===== config.mk =====
export PLATFORM = sky130hd
export DESIGN_NAME = uart_responder
export DESIGN_NICKNAME = d
export VERILOG_FILES = /design/src/rtl/uart_responder_pkg.sv /design/src/rtl/uart_responder_regs.sv /design/src/rtl/uart_responder.sv
export SDC_FILE = /design/constraint.sdc
export NUM_CORES = 1
export LEC_CHECK = 0
export CAP_MARGIN = 20
export CORE_MARGIN = 2
export CORE_UTILIZATION = 45
export DETAILED_ROUTE_END_ITERATION = 12
export RECOVER_POWER = 100
export SKIP_CTS_REPAIR_TIMING = 1
export SLEW_MARGIN = 5
export SYNTH_ARGS = -nofsm -noshare
export SYNTH_HDL_FRONTEND = slang
export SYNTH_SLANG_ARGS = --single-unit

===== constraint.sdc =====
create_clock -name clk -period 5.7 [get_ports clk]
set_input_delay 1.14 -clock clk [delete_from_list [all_inputs] [get_ports clk]]
set_output_delay 1.14 -clock clk [all_outputs]
set_load 0.03 [all_outputs]

===== src/rtl/uart_responder_pkg.sv =====
// Shared definitions for uart_responder: state encoding, command field layout,
// register map constants and default response bytes.
package uart_responder_pkg;

  typedef logic [1:0] state_t;

  localparam state_t ST_IDLE = 2'd0;
  localparam state_t ST_DATA = 2'd1;
  localparam state_t ST_RESP = 2'd2;

  localparam int unsigned WR_BIT  = 7;
  localparam int unsigned RSV_MSB = 6;
  localparam int unsigned RSV_LSB = 4;
  localparam int unsigned ADDR_W  = 4;

  localparam logic [ADDR_W-1:0] GPI_ADDR = 4'hF;

  localparam int unsigned TIMEOUT_DEF = 25000;
  localparam logic [7:0]  ACK_DEF     = 8'h06;
  localparam logic [7:0]  NAK_DEF     = 8'h15;

  function automatic logic cmd_legal(input logic [7:0] cmd);
    return cmd[RSV_MSB:RSV_LSB] == '0;
  endfunction

endpackage


===== src/rtl/uart_responder_regs.sv =====
// 15x8 register file for uart_responder: one synchronous write port, one
// combinational read port with address 15 mapped to gpi, register 0 tapped to gpo.
module uart_responder_regs
  import uart_responder_pkg::*;
(
  input  logic              clk,
  input  logic              rst_n,
  input  logic              i_we,
  input  logic [ADDR_W-1:0] i_waddr,
  input  logic [7:0]        i_wdata,
  input  logic [ADDR_W-1:0] i_raddr,
  output logic [7:0]        o_rdata,
  input  logic [7:0]        i_gpi,
  output logic [7:0]        o_gpo
);

  logic [7:0] r_mem [0:14];

  always_ff @(posedge clk or negedge rst_n) begin
    if (!rst_n) begin
      for (int unsigned i = 0; i < 15; i++) r_mem[i] <= '0;
    end else if (i_we && (i_waddr != GPI_ADDR)) begin
      r_mem[i_waddr] <= i_wdata;
    end
  end

  always_comb begin
    o_rdata = i_gpi;
    if (i_raddr != GPI_ADDR) o_rdata = r_mem[i_raddr];
  end

  assign o_gpo = r_mem[0];

endmodule


===== src/rtl/uart_responder.sv =====
// Byte-level read/write command responder between UART receive and transmit.
// Define UART_RESPONDER_WRACK_EN to answer accepted writes with ACK; otherwise writes are silent.
module uart_responder
  import uart_responder_pkg::*;
#(
  parameter int unsigned TIMEOUT = TIMEOUT_DEF,
  parameter logic [7:0]  NAK     = NAK_DEF
`ifdef UART_RESPONDER_WRACK_EN
  ,
  parameter logic [7:0]  ACK     = ACK_DEF
`endif
) (
  input  logic       clk,
  input  logic       rst_n,
  input  logic       rx_stb,
  input  logic [7:0] rx_dat,
  input  logic       rx_err,
  output logic       rx_rdy,
  output logic       tx_stb,
  output logic [7:0] tx_dat,
  input  logic       tx_rdy,
  input  logic [7:0] gpi,
  output logic [7:0] gpo
);

  localparam int unsigned CW = (TIMEOUT > 2) ? $clog2(TIMEOUT) : 1;
  localparam logic [CW-1:0] CNT_LAST = CW'(TIMEOUT - 1);

  state_t            r_state;
  state_t            w_nxt;
  logic              r_rx_rdy;
  logic              r_tx_stb;
  logic [7:0]        r_tx_dat;
  logic [7:0]        w_tx_dat;
  logic [ADDR_W-1:0] r_addr;
  logic [CW-1:0]     r_cnt;
  logic              w_we;
  logic [7:0]        w_rdata;
  logic              w_rx_acc;
  logic              w_tx_acc;
  logic              w_cnt_done;

  // A byte flagged with a framing error is never accepted.
  assign w_rx_acc   = rx_stb & r_rx_rdy & ~rx_err;
  assign w_tx_acc   = r_tx_stb & tx_rdy;
  assign w_cnt_done = (r_cnt == CNT_LAST);

  always_comb begin
    w_nxt    = r_state;
    w_tx_dat = r_tx_dat;
    w_we     = 1'b0;
    case (r_state)
      ST_IDLE: begin
        if (w_rx_acc) begin
          if (!cmd_legal(rx_dat)) begin
            w_nxt    = ST_RESP;
            w_tx_dat = NAK;
          end else if (rx_dat[WR_BIT]) begin
            w_nxt = ST_DATA;
          end else begin
            w_nxt    = ST_RESP;
            w_tx_dat = w_rdata;
          end
        end
      end
      ST_DATA: begin
        // Accepted data beats the timeout on the same cycle.
        if (w_rx_acc) begin
          w_we = 1'b1;
`ifdef UART_RESPONDER_WRACK_EN
          w_nxt    = ST_RESP;
          w_tx_dat = ACK;
`else
          w_nxt = ST_IDLE;
`endif
        end else if (rx_err || w_cnt_done) begin
          w_nxt = ST_IDLE;
        end
      end
      ST_RESP: begin
        if (w_tx_acc) w_nxt = ST_IDLE;
      end
      default: w_nxt = ST_IDLE;
    endcase
  end

  always_ff @(posedge clk or negedge rst_n) begin
    if (!rst_n) begin
      r_state  <= ST_IDLE;
      r_rx_rdy <= 1'b0;
      r_tx_stb <= 1'b0;
      r_tx_dat <= '0;
      r_addr   <= '0;
      r_cnt    <= '0;
    end else begin
      r_state  <= w_nxt;
      r_rx_rdy <= (w_nxt != ST_RESP);
      r_tx_stb <= (w_nxt == ST_RESP);
      r_tx_dat <= w_tx_dat;
      if ((r_state == ST_IDLE) && w_rx_acc) begin
        r_addr <= rx_dat[ADDR_W-1:0];
        r_cnt  <= '0;
      end else if ((r_state == ST_DATA) && !w_cnt_done) begin
        r_cnt <= r_cnt + CW'(1);
      end
    end
  end

  uart_responder_regs u_regs (
    .clk     (clk),
    .rst_n   (rst_n),
    .i_we    (w_we),
    .i_waddr (r_addr),
    .i_wdata (rx_dat),
    .i_raddr (rx_dat[ADDR_W-1:0]),
    .o_rdata (w_rdata),
    .i_gpi   (gpi),
    .o_gpo   (gpo)
  );

  assign rx_rdy = r_rx_rdy;
  assign tx_stb = r_tx_stb;
  assign tx_dat = r_tx_dat;

endmodule


==> run_summary.xml <==
<?xml version="1.0" encoding="UTF-8"?>
<metrics>
  <group name="yosys">
    <metric name="ys_seq_area_frac" unit="">0.525</metric>
    <metric name="synthCells" unit="">510</metric>
    <metric name="synth.ff_latch_count" unit="">151</metric>
    <metric name="yosysUniqueCellTypes" unit="">50</metric>
    <metric name="yosysTopAreaCellShare" unit="">0.525</metric>
    <metric name="yosysMostFrequentCell" unit="">dfrtp_1</metric>
    <metric name="postSynth.asyncResetShare" unit="">1.00</metric>
    <metric name="synthesis.area_per_instance" unit="um^2">14.1</metric>
    <metric name="synth_area" unit="um^2">7200</metric>
    <metric name="ys.warnings.count" unit="">0</metric>
    <metric name="syn-num-nets" unit="">532</metric>
    <metric name="most_numerous_cell_types_in_the_synthesized_netlist" unit="">151 x dfrtp_1, 113 x mux2_2, 30 x nand2_1, 29 x mux4_2, 24 x mux2i_1</metric>
    <metric name="synth_edf_count" unit="">0</metric>
    <metric name="synth_top_cell_by_area" unit="">dfrtp_1</metric>
    <metric name="synth-main-ff-cell" unit="">dfrtp_1</metric>
    <metric name="synth_area_leaders" unit="">dfrtp_1 52%, mux2_2 18%, mux4_2 9.1%, mux2i_1 3.3%, mux2_4 1.7%</metric>
  </group>
  <group name="sta">
    <metric name="fin_skew" unit="ns">0.0141</metric>
    <metric name="final_max_slew_viol_count" unit="">28</metric>
    <metric name="worst_slew_margin_rel" unit="">-0.110</metric>
    <metric name="max_freq" unit="GHz">0.289</metric>
    <metric name="max_slew.worst_pin.slew" unit="ns">1.67</metric>
    <metric name="setup_viol" unit="">0</metric>
    <metric name="finalCritPeriodShare" unit="">0.607</metric>
    <metric name="finalWorstPathRequiredPeriod" unit="ns">3.46</metric>
    <metric name="report.final.hold_viol_count" unit="">0</metric>
    <metric name="tns" unit="ns">0</metric>
    <metric name="grt_setup_unrepaired" unit="">false</metric>
  </group>
  <group name="clock_network">
    <metric name="clock_sinks" unit="">151</metric>
    <metric name="clk_latency" unit="ns">0.42</metric>
    <metric name="cts_max_level" unit="">4</metric>
    <metric name="cts_root_buf" unit="">clkbuf_16</metric>
    <metric name="clkTransAtPathRegs" unit="ns">0.06</metric>
    <metric name="tritoncts.num_buffers" unit="">17</metric>
    <metric name="clockBufferDepth" unit="">2</metric>
    <metric name="tritoncts" unit="">yes</metric>
  </group>
  <group name="finish">
    <metric name="num_antenna_cells" unit="">0</metric>
    <metric name="drive_above_1_share" unit="">0.333</metric>
    <metric name="layout.cells.non_filler" unit="">759</metric>
    <metric name="nNetsFinal" unit="">554</metric>
    <metric name="syn_to_final_growth" unit="%">14.5</metric>
  </group>
  <group name="setup_path">
    <metric name="critPathMaxFanout" unit="">8</metric>
    <metric name="start_kind" unit="">input pin</metric>
    <metric name="r2r-start" unit="">r_state[1]$_DFF_PN0_</metric>
    <metric name="timing.critical_path.to_type" unit="">flop</metric>
    <metric name="r2r_cells" unit="">4</metric>
    <metric name="critPathKind" unit="">in2reg</metric>
    <metric name="arrival_time_reported_for_the_critical_path_endpoint" unit="ns">3.76</metric>
    <metric name="rrSetupSlack" unit="ns">3.12</metric>
    <metric name="crit-reg2reg-capture" unit="">u_regs.r_mem[26]$_DFFE_PN0P_</metric>
    <metric name="worstPathRequired" unit="ns">6.00</metric>
  </group>
  <group name="global_route">
    <metric name="first_global_vias" unit="">4515</metric>
    <metric name="groute.usage.overall" unit="">0.200</metric>
    <metric name="wire_length_of_the_first_global_routing_pass" unit="um">25200</metric>
    <metric name="grt_antenna_before_repair" unit="">0</metric>
    <metric name="overflow" unit="">0</metric>
    <metric name="pin_count_of_the_biggest_net_entering_global_routing" unit="">112</metric>
  </group>
  <group name="floorplanning">
    <metric name="die_y_extent" unit="um">131</metric>
    <metric name="die_width" unit="um">131</metric>
    <metric name="rows" unit="">46</metric>
    <metric name="initial_core_utilization" unit="">0.457</metric>
    <metric name="coreArea" unit="um^2">15800</metric>
    <metric name="design.die.area" unit="um^2">17000</metric>
    <metric name="floorplan.io_pins" unit="">39</metric>
  </group>
  <group name="placement">
    <metric name="routabilityCongestion" unit="">0.784</metric>
    <metric name="dpl.cell_count" unit="">728</metric>
    <metric name="place.detailed.hpwl" unit="um">10100</metric>
    <metric name="port_buffers" unit="">38</metric>
  </group>
  <group name="outcome">
    <metric name="status" unit="">finished with violations</metric>
    <metric name="violations_in_the_final_reports" unit="">max-capacitance violations, max-slew violations</metric>
  </group>
  <group name="detailed_routing">
    <metric name="postRouteAntennaNets" unit="">0</metric>
    <metric name="drc" unit="">0</metric>
    <metric name="route.vias.total" unit="">4233</metric>
    <metric name="detail_route.first_pass.iterations" unit="">5</metric>
    <metric name="wl_per_cell" unit="um">20.5</metric>
    <metric name="drtIter0Drc" unit="">194</metric>
    <metric name="vias_per_cell" unit="">5.58</metric>
    <metric name="detailed_route_wl" unit="um">15500</metric>
  </group>
  <group name="power_and_ir_drop">
    <metric name="total_leakage_power" unit="nW">3.95</metric>
    <metric name="power.ir.vdd_worst" unit="mV">0.220</metric>
    <metric name="pwr_density_cell" unit="nW/um^2">328</metric>
  </group>
  <group name="hold_path">
    <metric name="hold_class" unit="">reg2reg</metric>
    <metric name="min_delay_worst_endpoint" unit="">u_regs.r_mem[21]$_DFFE_PN0P_</metric>
    <metric name="whs_path_depth" unit="">1</metric>
    <metric name="min_from" unit="">u_regs.r_mem[21]$_DFFE_PN0P_</metric>
  </group>
  <group name="job">
    <metric name="drv_cap" unit="">1</metric>
  </group>
</metrics>
metal layers:
metal  wire (um)  GRT usage
met1        7240      0.270
met5           0          0
met2        7650      0.330
met4         200     0.0638
met3         452     0.0375
worst max path at each step:
stage               from                      endpoint  slack [ns]  depth (start not counted)
4_1_cts        rx_dat[3]         tx_dat[7]$_DFFE_PN0P_        2.73                          5
5_1_grt           rx_err  u_regs.r_mem[31]$_DFFE_PN0P_        2.17                          5
3_3_place_gp   rx_dat[3]         tx_dat[7]$_DFFE_PN0P_        2.34                          5
6_report          rx_err  u_regs.r_mem[26]$_DFFE_PN0P_        2.24                          5
3_5_place_dp   rx_dat[3]         tx_dat[7]$_DFFE_PN0P_        2.31                          5
2_1_floorplan  rx_dat[0]         tx_dat[5]$_DFFE_PN0P_        3.12                          6
power by group:
| group | switching (mW) | internal [mW] | total, mW |
|---|---|---|---|
| logic | 0.153 | 0.0955 | 0.248 |
| registers | 0.0494 | 1.12 | 1.17 |
| clock network | 0.428 | 0.863 | 1.29 |
| total | 0.631 | 2.08 | 2.71 |
cells by family after synthesis:
group | Yosys count | synth area share
multiplexers | 174 | 0.317
AND/OR/NAND/NOR | 100 | 0.0860
AO/OA/AOI/OAI | 32 | 0.0295
buffers and inverters | 45 | 0.0323
adder cells (fa/ha/maj) | 1 | 0.00174
flip-flops | 151 | 0.525
XOR/XNOR | 7 | 0.00851
state kept, by name (all words and copies together) (netlist names):
register	flops
u_regs.r_mem	112
rx_rdy	1
r_addr	4
u_regs.o_gpo	8
tx_stb	1
r_cnt	15
tx_dat	8
r_state	2
critical path: stages:
cell and delay (ns):
dlygate4sd3_1 0.57, nand4bb_1 0.32, or4_1 0.50, nor2_1 0.80, mux2_2 0.42
per-stage QoR:
stage                     setup slack (ns)  power [mW]  utilization  hold slack [ns]  cell area, um^2
final                                 2.24        2.71        0.523            0.494             8240
after floorplan                       3.12        1.35            -            0.474             7200
after detailed placement              2.31        1.46        0.486            0.488             7660
after CTS                             2.73        2.75        0.529            0.501             8340
after global placement                2.34        1.45        0.486            0.481             7660
after global routing                  2.17        2.80        0.523            0.505             8240
cells in the final DEF, fill, tap and decap left out, types with 2 or more instances in the layout:
master,count
and3_1,7
clkdlybuf4s50_1,13
a21oi_1,6
buf_2,3
buf_4,4
nor2b_1,2
nor4_1,2
mux2_1,7
dfrtp_1,151
dlygate4sd3_1,21
inv_1,4
o31ai_1,2
nand2b_1,4
clkbuf_16,17
or3_1,4
and4_1,4
mux2_2,113
nand4_1,7
nor4bb_1,2
o22a_1,3
clkbuf_1,3
nor3_1,5
o22ai_1,4
mux4_2,29
nor2_1,14
a22o_1,3
bufinv_16,6
nand3_1,9
xor2_1,6
mux2i_1,24
o21ai_0,8
or4_1,4
clkbuf_8,4
nand2_1,30
cell type report:
class / count / area [um^2]
clock buffers: 22 / 484
clock inverters: 8 / 193
well taps: 216 / 270
flip-flops and latches: 151 / 3780
repair buffers: 44 / 420
inverters: 4 / 15.0
fillers: 1377 / 7530
multi-input cells: 314 / 3080
(Power assumes the default switching activity.)
